$ cat config.mk
export PLATFORM = sky130hd
export DESIGN_NAME = mdu_seq_flat
export DESIGN_NICKNAME = d
export VERILOG_FILES = /design/src/rtl/mdu_seq_pkg.sv /design/src/rtl/mdu_seq_if.sv /design/src/rtl/mdu_divstep.sv /design/src/rtl/mdu_seq.sv /design/src/flat_wrapper.sv
export SDC_FILE = /design/constraint.sdc
export NUM_CORES = 1
export LEC_CHECK = 0
export BUFFER_PORTS_ARGS = -buffer_cell sky130_fd_sc_hd__buf_4
export CAP_MARGIN = 40
export CORE_AREA = 2 2 177 179
export CTS_BUF_LIST = sky130_fd_sc_hd__clkbuf_8
export CTS_CLUSTER_DIAMETER = 200
export DETAILED_ROUTE_END_ITERATION = 8
export DIE_AREA = 0 0 179 181
export PLACE_DENSITY = 0.71
export SLEW_MARGIN = 10
export SYNTH_ARGS = -nofsm -noshare
export SYNTH_HDL_FRONTEND = slang
export SYNTH_SLANG_ARGS = --single-unit
$ cat constraint.sdc
create_clock -name clk -period 3.55 [get_ports clk]
set_input_delay 0.5325 -clock clk [delete_from_list [all_inputs] [get_ports clk]]
set_output_delay 0.5325 -clock clk [all_outputs]
set_load 0.02 [all_outputs]
$ cat src/rtl/mdu_seq_pkg.sv
// Shared op encodes and helpers for the sequential multiply/divide unit.
package mdu_seq_pkg;

  typedef logic [2:0] mdu_op_t;

  localparam mdu_op_t MDU_MULT  = 3'd0;
  localparam mdu_op_t MDU_MULTU = 3'd1;
  localparam mdu_op_t MDU_DIV   = 3'd2;
  localparam mdu_op_t MDU_DIVU  = 3'd3;
  localparam mdu_op_t MDU_MTHI  = 3'd4;
  localparam mdu_op_t MDU_MTLO  = 3'd5;

  function automatic logic is_mul_op(mdu_op_t op);
    return (op == MDU_MULT) || (op == MDU_MULTU);
  endfunction

  function automatic logic is_div_op(mdu_op_t op);
    return (op == MDU_DIV) || (op == MDU_DIVU);
  endfunction

  function automatic logic is_signed_op(mdu_op_t op);
    return (op == MDU_MULT) || (op == MDU_DIV);
  endfunction

endpackage

$ cat src/rtl/mdu_seq_if.sv
// Issue/result bundle between the control unit and the multiply/divide unit.
interface mdu_seq_if
  import mdu_seq_pkg::*;
#(
  parameter int unsigned WIDTH = 32
);
  logic             start;
  mdu_op_t          mdu_op;
  logic [WIDTH-1:0] A;
  logic [WIDTH-1:0] B;
  logic             busy;
  logic             done;
  logic [WIDTH-1:0] hi;
  logic [WIDTH-1:0] lo;

  modport master (output start, mdu_op, A, B, input busy, done, hi, lo);
  modport slave  (input start, mdu_op, A, B, output busy, done, hi, lo);
endinterface

$ cat src/rtl/mdu_divstep.sv
// One restoring-division step on unsigned magnitudes.
module mdu_divstep #(
  parameter int unsigned WIDTH = 32
) (
  input  logic [WIDTH-1:0] rem_i,
  input  logic [WIDTH-1:0] quo_i,
  input  logic [WIDTH-1:0] divisor_i,
  output logic [WIDTH-1:0] rem_o,
  output logic [WIDTH-1:0] quo_o
);
  logic [WIDTH:0] shifted;
  logic [WIDTH:0] trial;

  // Shift the next dividend bit into the remainder, subtract if it fits.
  always_comb begin
    shifted = {rem_i, quo_i[WIDTH-1]};
    trial   = shifted - {1'b0, divisor_i};
    // rem_i < divisor_i, so a set top bit of trial means the subtraction borrowed
    if (!trial[WIDTH]) begin
      rem_o = trial[WIDTH-1:0];
      quo_o = {quo_i[WIDTH-2:0], 1'b1};
    end else begin
      rem_o = shifted[WIDTH-1:0];
      quo_o = {quo_i[WIDTH-2:0], 1'b0};
    end
  end
endmodule

$ cat src/rtl/mdu_seq.sv
// Sequential MULT/MULTU/DIV/DIVU unit with architectural HI/LO registers.
// Operands are held as magnitudes; signs are reapplied in the FIX cycle.
module mdu_seq
  import mdu_seq_pkg::*;
#(
  parameter int unsigned WIDTH = 32,
  parameter int unsigned CNT_W = 6
) (
  input  logic       clk,
  input  logic       rstn,
  mdu_seq_if.slave   bus
);
  localparam logic [1:0] IDLE = 2'd0;
  localparam logic [1:0] MUL  = 2'd1;
  localparam logic [1:0] DIV  = 2'd2;
  localparam logic [1:0] FIX  = 2'd3;

  logic [1:0]         state_q, state_d;
  logic [CNT_W-1:0]   cnt_q;
  // MUL: {partial product high, multiplier/product low}; DIV: {remainder, dividend/quotient}
  logic [2*WIDTH-1:0] acc_q;
  logic [WIDTH-1:0]   opb_q;
  logic [WIDTH-1:0]   hi_q, lo_q;
  logic               is_div_q, qneg_q, rneg_q, dz_q, done_q;

  logic               a_neg, b_neg, last_iter;
  logic [WIDTH-1:0]   a_mag, b_mag, rem_nx, quo_nx, div_hi, div_lo;
  logic [WIDTH:0]     mul_sum;
  logic [2*WIDTH-1:0] mul_nx, prod;

  mdu_divstep #(.WIDTH(WIDTH)) u_divstep (
    .rem_i     (acc_q[2*WIDTH-1:WIDTH]),
    .quo_i     (acc_q[WIDTH-1:0]),
    .divisor_i (opb_q),
    .rem_o     (rem_nx),
    .quo_o     (quo_nx)
  );

  // Operand magnitudes at issue, one shift-add step, and sign fix-up of results.
  always_comb begin
    a_neg     = is_signed_op(bus.mdu_op) & bus.A[WIDTH-1];
    b_neg     = is_signed_op(bus.mdu_op) & bus.B[WIDTH-1];
    a_mag     = a_neg ? -bus.A : bus.A;
    b_mag     = b_neg ? -bus.B : bus.B;
    last_iter = (cnt_q == CNT_W'(WIDTH - 1));
    mul_sum   = {1'b0, acc_q[2*WIDTH-1:WIDTH]} + {1'b0, (acc_q[0] ? opb_q : '0)};
    mul_nx    = {mul_sum, acc_q[WIDTH-1:1]};
    prod      = qneg_q ? -acc_q : acc_q;
    // Divide by zero leaves quotient all-ones and remainder = |A|, so hi returns to raw A
    div_lo    = dz_q ? '1 : (qneg_q ? -acc_q[WIDTH-1:0] : acc_q[WIDTH-1:0]);
    div_hi    = rneg_q ? -acc_q[2*WIDTH-1:WIDTH] : acc_q[2*WIDTH-1:WIDTH];
  end

  // Next-state selection.
  always_comb begin
    state_d = state_q;
    case (state_q)
      IDLE: begin
        if (bus.start && is_mul_op(bus.mdu_op)) state_d = MUL;
        else if (bus.start && is_div_op(bus.mdu_op)) state_d = DIV;
      end
      MUL, DIV: if (last_iter) state_d = FIX;
      FIX:      state_d = IDLE;
      default:  state_d = IDLE;
    endcase
  end

  // State, datapath and HI/LO registers.
  always_ff @(posedge clk or negedge rstn) begin
    if (!rstn) begin
      state_q  <= IDLE;
      cnt_q    <= '0;
      acc_q    <= '0;
      opb_q    <= '0;
      hi_q     <= '0;
      lo_q     <= '0;
      is_div_q <= 1'b0;
      qneg_q   <= 1'b0;
      rneg_q   <= 1'b0;
      dz_q     <= 1'b0;
      done_q   <= 1'b0;
    end else begin
      state_q <= state_d;
      done_q  <= 1'b0;
      case (state_q)
        IDLE: begin
          if (bus.start) begin
            cnt_q    <= '0;
            is_div_q <= is_div_op(bus.mdu_op);
            qneg_q   <= a_neg ^ b_neg;
            rneg_q   <= a_neg;
            dz_q     <= (bus.B == '0);
            if (is_mul_op(bus.mdu_op)) begin
              acc_q <= {{WIDTH{1'b0}}, b_mag};
              opb_q <= a_mag;
            end else if (is_div_op(bus.mdu_op)) begin
              acc_q <= {{WIDTH{1'b0}}, a_mag};
              opb_q <= b_mag;
            end else if (bus.mdu_op == MDU_MTHI) begin
              hi_q <= bus.A;
            end else if (bus.mdu_op == MDU_MTLO) begin
              lo_q <= bus.A;
            end
          end
        end
        MUL: begin
          acc_q <= mul_nx;
          cnt_q <= cnt_q + CNT_W'(1);
        end
        DIV: begin
          acc_q <= {rem_nx, quo_nx};
          cnt_q <= cnt_q + CNT_W'(1);
        end
        FIX: begin
          done_q <= 1'b1;
          if (is_div_q) begin
            hi_q <= div_hi;
            lo_q <= div_lo;
          end else begin
            hi_q <= prod[2*WIDTH-1:WIDTH];
            lo_q <= prod[WIDTH-1:0];
          end
        end
        default: ;
      endcase
    end
  end

  assign bus.busy = (state_q != IDLE);
  assign bus.done = done_q;
  assign bus.hi   = hi_q;
  assign bus.lo   = lo_q;

endmodule

$ cat src/flat_wrapper.sv
// flat-port wrapper written by rule: the top's interface ports become plain ports
module mdu_seq_flat import mdu_seq_pkg::*;
#(
  parameter int unsigned WIDTH = 32,
  parameter int unsigned CNT_W = 6
)
  (clk, rstn, bus_start, bus_mdu_op, bus_A, bus_B, bus_busy, bus_done, bus_hi, bus_lo);
  mdu_seq_if #(.WIDTH(WIDTH)) bus_i ();
  input  logic clk;
  input  logic rstn;
  input wire logic [$bits(bus_i.start)-1:0] bus_start;
  input wire logic [$bits(bus_i.mdu_op)-1:0] bus_mdu_op;
  input wire logic [$bits(bus_i.A)-1:0] bus_A;
  input wire logic [$bits(bus_i.B)-1:0] bus_B;
  output wire logic [$bits(bus_i.busy)-1:0] bus_busy;
  output wire logic [$bits(bus_i.done)-1:0] bus_done;
  output wire logic [$bits(bus_i.hi)-1:0] bus_hi;
  output wire logic [$bits(bus_i.lo)-1:0] bus_lo;
  assign bus_i.start = bus_start;
  assign bus_i.mdu_op = bus_mdu_op;
  assign bus_i.A = bus_A;
  assign bus_i.B = bus_B;
  assign bus_busy = bus_i.busy;
  assign bus_done = bus_i.done;
  assign bus_hi = bus_i.hi;
  assign bus_lo = bus_i.lo;
  mdu_seq #(.WIDTH(WIDTH), .CNT_W(CNT_W)) u_core (.clk(clk), .rstn(rstn), .bus(bus_i));
endmodule
==> results by stage <==
Critical path:
- The kind of launch point of the worst setup path is a flop.
- The slowest cell on the critical path is sky130_fd_sc_hd__dfrtp_1.
- The signal on the critical path passes through buf_4, and2_1, ha_2, fa_2, a21o_1, nand3_1, o21ba_2, a41oi_2, o31a_1, a21oi_1, o21ai_0, buf_4, a311oi_1, o22ai_1.
- The kind of cell with the highest combined delay on the critical path is compound AO/OA/AOI/OAI gates.
- The worst setup path is captured at a flop.
- The number of buffers and inverters on the critical path is 2.
- At the worst endpoint, the arrival time is just under 4 ns.
- For this run, the slowest stage of the critical path takes around 0.41 ns.
- The cell repeated most along the worst path is sky130_fd_sc_hd__buf_4.
- The category of the critical setup timing path is reg2reg.
- The required time of the worst setup path is 3.92 ns.
- Counting cells, the worst reg-to-reg path comes to 14.
- In this run the worst path has a maximum fanout of 3.
- The instance count on the critical path is 14.

Timing:
- The post-route minimum period is ~3.5 ns.
- The max-slew violation total from the final report was 0.
- The worst hold slack across all endpoints is approximately 0.030 ns.
- Across the routed clock network, the largest skew measured is 0.0189 ns.
- Setup violations remaining at the end of the flow were counted as 0.
- The upper clock frequency limit is between 200 and 300 MHz.
- The slew at the pin closest to its max-slew limit is a little over 0.8 ns.
- The final cycle utilization of the critical path is 0.981.
- In this run the tightest slew margin relative to its limit is 0.446.
- The final-report hold violation count is 0.
- The worst setup slack after layout is around 0.07 ns.

Final layout:
- The net count of the finished layout is 2327.
- The repair_antennas step left the layout with diodes totalling 0.
- After routing the design area is about 18000 µm².
- The number of fill cells is roughly 2800.
- Relative to the synthesized area, the layout overhead comes to 19.2%.
- In the final layout, the share of cells above drive strength 1 is 0.175.
- For this run, the number of standard cells in the final layout without fillers is roughly 2600.

Job:
- The tool flagged a number of max-cap violations equal to 0.

Power and ir drop:
- Of the total power, combinational logic draws 0.713.
- The maximum resistive drop on vdd is between 0.4 and 0.5 mV.
- The switching power total is about 9.3 mW.
- For this design the ratio of total power to cell area is about 1000 nW/µm².
- The cell leakage power is roughly 8.2 nW.
- The switching part of the total power is 0.520.
- The sequential fraction of design power is 0.203.
- The internal portion of the total power is around 8.6 mW.
- The share of total power dissipated in the clock network is 0.084.

Die:
- The height of the die is between 150 and 200 µm.
- After floorplanning, the core was sized to cover around 30000 µm².
- The number of ports placed on the die boundary is 136.
- In this run the core area contains 64 standard-cell rows.
- In this run the horizontal extent of the chip is 179 µm.
- The overall die area is 32400 µm².
- The initial standard-cell utilization of the core is 0.496.

Detailed routing:
- The number of nets with antenna violations after detailed routing is 0.
- For this run, design rule violations remaining after detail routing come to 0.
- The first detailed-routing pass ran for 6 iterations.
- After detailed routing, the number of vias per cell comes to about 6.2.
- Summing over every cut layer, the via total after detailed routing is between 15000 and 20000.
- The total routed wirelength is approximately 56000 µm.
- For this block, the initial DRC count from the detailed router was ~2200.
- The average detailed-routed wire length per instance is about 22 µm.

Min path:
- The worst min-delay path category is in2async.

Placed design:
- The quantity of I/O buffers inserted on ports is about 140.
- Prior to clock tree synthesis, the placed netlist has a worst setup slack of -0.00811 ns.
- The cell area after placement is between 15000 and 20000 µm².
- Summed over all nets, the half-perimeter wirelength after detailed placement is between 40000 and 50000 µm.
- The routability congestion estimate from global placement is approximately 0.98.
- After detailed placement, the design holds a cell count of approximately 2600.

Synth:
- Summed over all instances, the cell type with the most area after synthesis is sky130_fd_sc_hd__dfrtp_1.
- The warning count from the yosys run is 0.
- The cell with the most instances after synthesis is sky130_fd_sc_hd__nand2_1.
- The distinct cell type count after synthesis is 75.
- The average cell area after synthesis is roughly 7.5 µm².
- In the synthesized netlist the dominant register cell turns out to be sky130_fd_sc_hd__dfrtp_1.
- In the synthesized netlist, the number of instances is roughly 2000.
- In this run, synthesis inferred 0 flip-flops with an integrated enable.
- In this run, synthesis produced a sequential element count of 173.
- By area the synthesized netlist is led by sky130_fd_sc_hd__dfrtp_1, sky130_fd_sc_hd__o21ai_0, sky130_fd_sc_hd__nand2_1.
- Of the post-synthesis cell area, the dominant cell type holds 0.288.
- When the netlist entered floorplanning its net count stood at roughly 2100.
- Ranked by instance count, the synthesized netlist is headed by sky130_fd_sc_hd__nand2_1, sky130_fd_sc_hd__o21ai_0, sky130_fd_sc_hd__nor2_1.
- The share of the Yosys chip area taken by registers is 0.288.
- After synthesis the cells add up to 15000 µm².
- Counting flops with an async set or reset pin after synthesis yields a share of 1.00.

Clocking:
- TritonCTS built the clock tree.
- The clock sink count is approximately 170.
- Buffers inserted during clock tree synthesis total 17.
- After clock tree synthesis, the clock-pin slew on the worst setup and hold paths is between 0.1 and 0.15 ns.
- In this run, post-CTS hold repair placed 0 buffers.
- In this run the deepest clock path goes through 2 buffers.
- For the worst-skew pair, the clock arrives at the later sink with an insertion delay of 0.50 ns.
- The root buffer selected by CTS is sky130_fd_sc_hd__clkbuf_8.
- In this run the number of H-tree levels came out at 4.

GRT:
- The first-pass GRT wire length is 84400 µm.
- The initial antenna violation count was 0.
- Entering global routing, the biggest net connects 75 pins.
- The number of global-route vias before repair is 14600.
- The aggregate global-route resource usage is 0.340.
- The total overflow left after global routing is 0.

Run status:
- The flow ran to the end, and the final reports show no timing, DRC or antenna violations.
==> registers in the layout (all words and copies together) (netlist names) <==
register / cells
u_core.opb_q: 32
u_core.acc_q: 64
u_core.bus.lo: 32
u_core.rneg_q: 1
u_core.state_q: 2
u_core.qneg_q: 1
u_core.cnt_q: 6
u_core.bus.hi: 32
u_core.dz_q: 1
u_core.is_div_q: 1
u_core.bus.done: 1
==> power by group through the flow <==
stage,registers [mW],logic [mW],clock network [mW]
after floorplan,3.93,7.58,0
after global placement,3.61,12.1,0
after detailed placement,3.64,12.3,0
after CTS,3.60,12.4,1.52
after global routing,3.73,13.9,1.60
final,3.64,12.8,1.51
==> cells by family after synthesis <==
family / count (synthesis) / synth area share
simple gates: 674 / 0.201
compound gates: 673 / 0.273
flops: 173 / 0.288
fa+ha+maj: 75 / 0.0634
mux: 42 / 0.0290
buf+inv: 193 / 0.0493
xor+xnor: 167 / 0.0973
==> metal layers <==
layer  vias to the layer above  routed length, µm  track usage
met3                        92               6830       0.0903
met4                         0               1600        0.103
met5                         -                  0            0
li1                       7528                  -            -
met1                      7637              24300        0.499
met2                       896              23200        0.486
==> placed cells by master, fill, tap and decap left out, types with 6 or more instances in the layout <==
cell	synthesis	final
sky130_fd_sc_hd__a21oi_1	183	182
sky130_fd_sc_hd__mux2i_1	30	30
sky130_fd_sc_hd__nor2b_1	6	6
sky130_fd_sc_hd__nand3_1	38	37
sky130_fd_sc_hd__xnor2_1	98	97
sky130_fd_sc_hd__inv_1	61	60
sky130_fd_sc_hd__a31oi_1	16	13
sky130_fd_sc_hd__ha_1	73	71
sky130_fd_sc_hd__mux2_2	12	12
sky130_fd_sc_hd__or4_1	10	10
sky130_fd_sc_hd__nand4_1	15	15
sky130_fd_sc_hd__and2_1	8	8
sky130_fd_sc_hd__or3_1	19	19
sky130_fd_sc_hd__nand2b_1	20	19
sky130_fd_sc_hd__a211oi_1	9	8
sky130_fd_sc_hd__o41ai_1	11	10
sky130_fd_sc_hd__a221oi_1	17	17
sky130_fd_sc_hd__nand2_1	253	253
sky130_fd_sc_hd__dfrtp_1	173	172
sky130_fd_sc_hd__nor3_1	35	35
sky130_fd_sc_hd__o21a_1	10	10
sky130_fd_sc_hd__o21ai_0	226	225
sky130_fd_sc_hd__nor2_1	220	218
sky130_fd_sc_hd__clkbuf_8	0	18
sky130_fd_sc_hd__a22oi_1	19	19
sky130_fd_sc_hd__nor4_1	10	9
sky130_fd_sc_hd__buf_4	1	289
sky130_fd_sc_hd__a22o_1	9	9
sky130_fd_sc_hd__o211ai_1	7	7
sky130_fd_sc_hd__a221o_1	10	10
sky130_fd_sc_hd__and3_1	11	11
sky130_fd_sc_hd__o31ai_1	37	37
sky130_fd_sc_hd__a21o_1	35	35
sky130_fd_sc_hd__inv_8	0	7
sky130_fd_sc_hd__xor2_1	69	69
sky130_fd_sc_hd__o22ai_1	33	32
==> layout make-up <==
| type | count | area, µm² | area share |
|---|---|---|---|
| inverters | 61 | 229 | 0.0128 |
| repair buffers | 298 | 2350 | 0.131 |
| well taps | 396 | 495 | 0.0276 |
| clock inverters | 14 | 166 | 0.00928 |
| multi-input cells | 1631 | 10100 | 0.564 |
| clock buffers | 18 | 248 | 0.0138 |
| flip-flops and latches | 173 | 4330 | 0.241 |
==> worst paths after layout <==
path	from	to	slack [ns]
max	u_core.acc_q[0]	u_core.acc_q[61]	0.07
min reg2reg	u_core.opb_q[26]	u_core.opb_q[26]	0.49
min	rstn	u_core.bus.lo[8]	0.03
max reg2reg	u_core.acc_q[0]	u_core.acc_q[61]	0.07
max in group asynchronous	rstn	u_core.opb_q[4]	2.67
min in group clk	bus_B[31]	u_core.dz_q	0.31
==> metrics by stage <==
step           utilization  setup TNS (ns)  total power, mW
6_report             0.591               0             17.9
3_5_place_dp         0.573        -0.00811             15.9
5_1_grt              0.591        -0.00650             19.2
2_1_floorplan            -               0             11.5
4_1_cts              0.587               0             17.5
3_3_place_gp         0.570               0             15.7
==> timing repair <==
action,in CTS,in global routing
endpoints found under the setup margin,4,20
resized for setup,2,20
setup buffers,0,6
pin swaps,0,8
(Power assumes the default switching activity.)
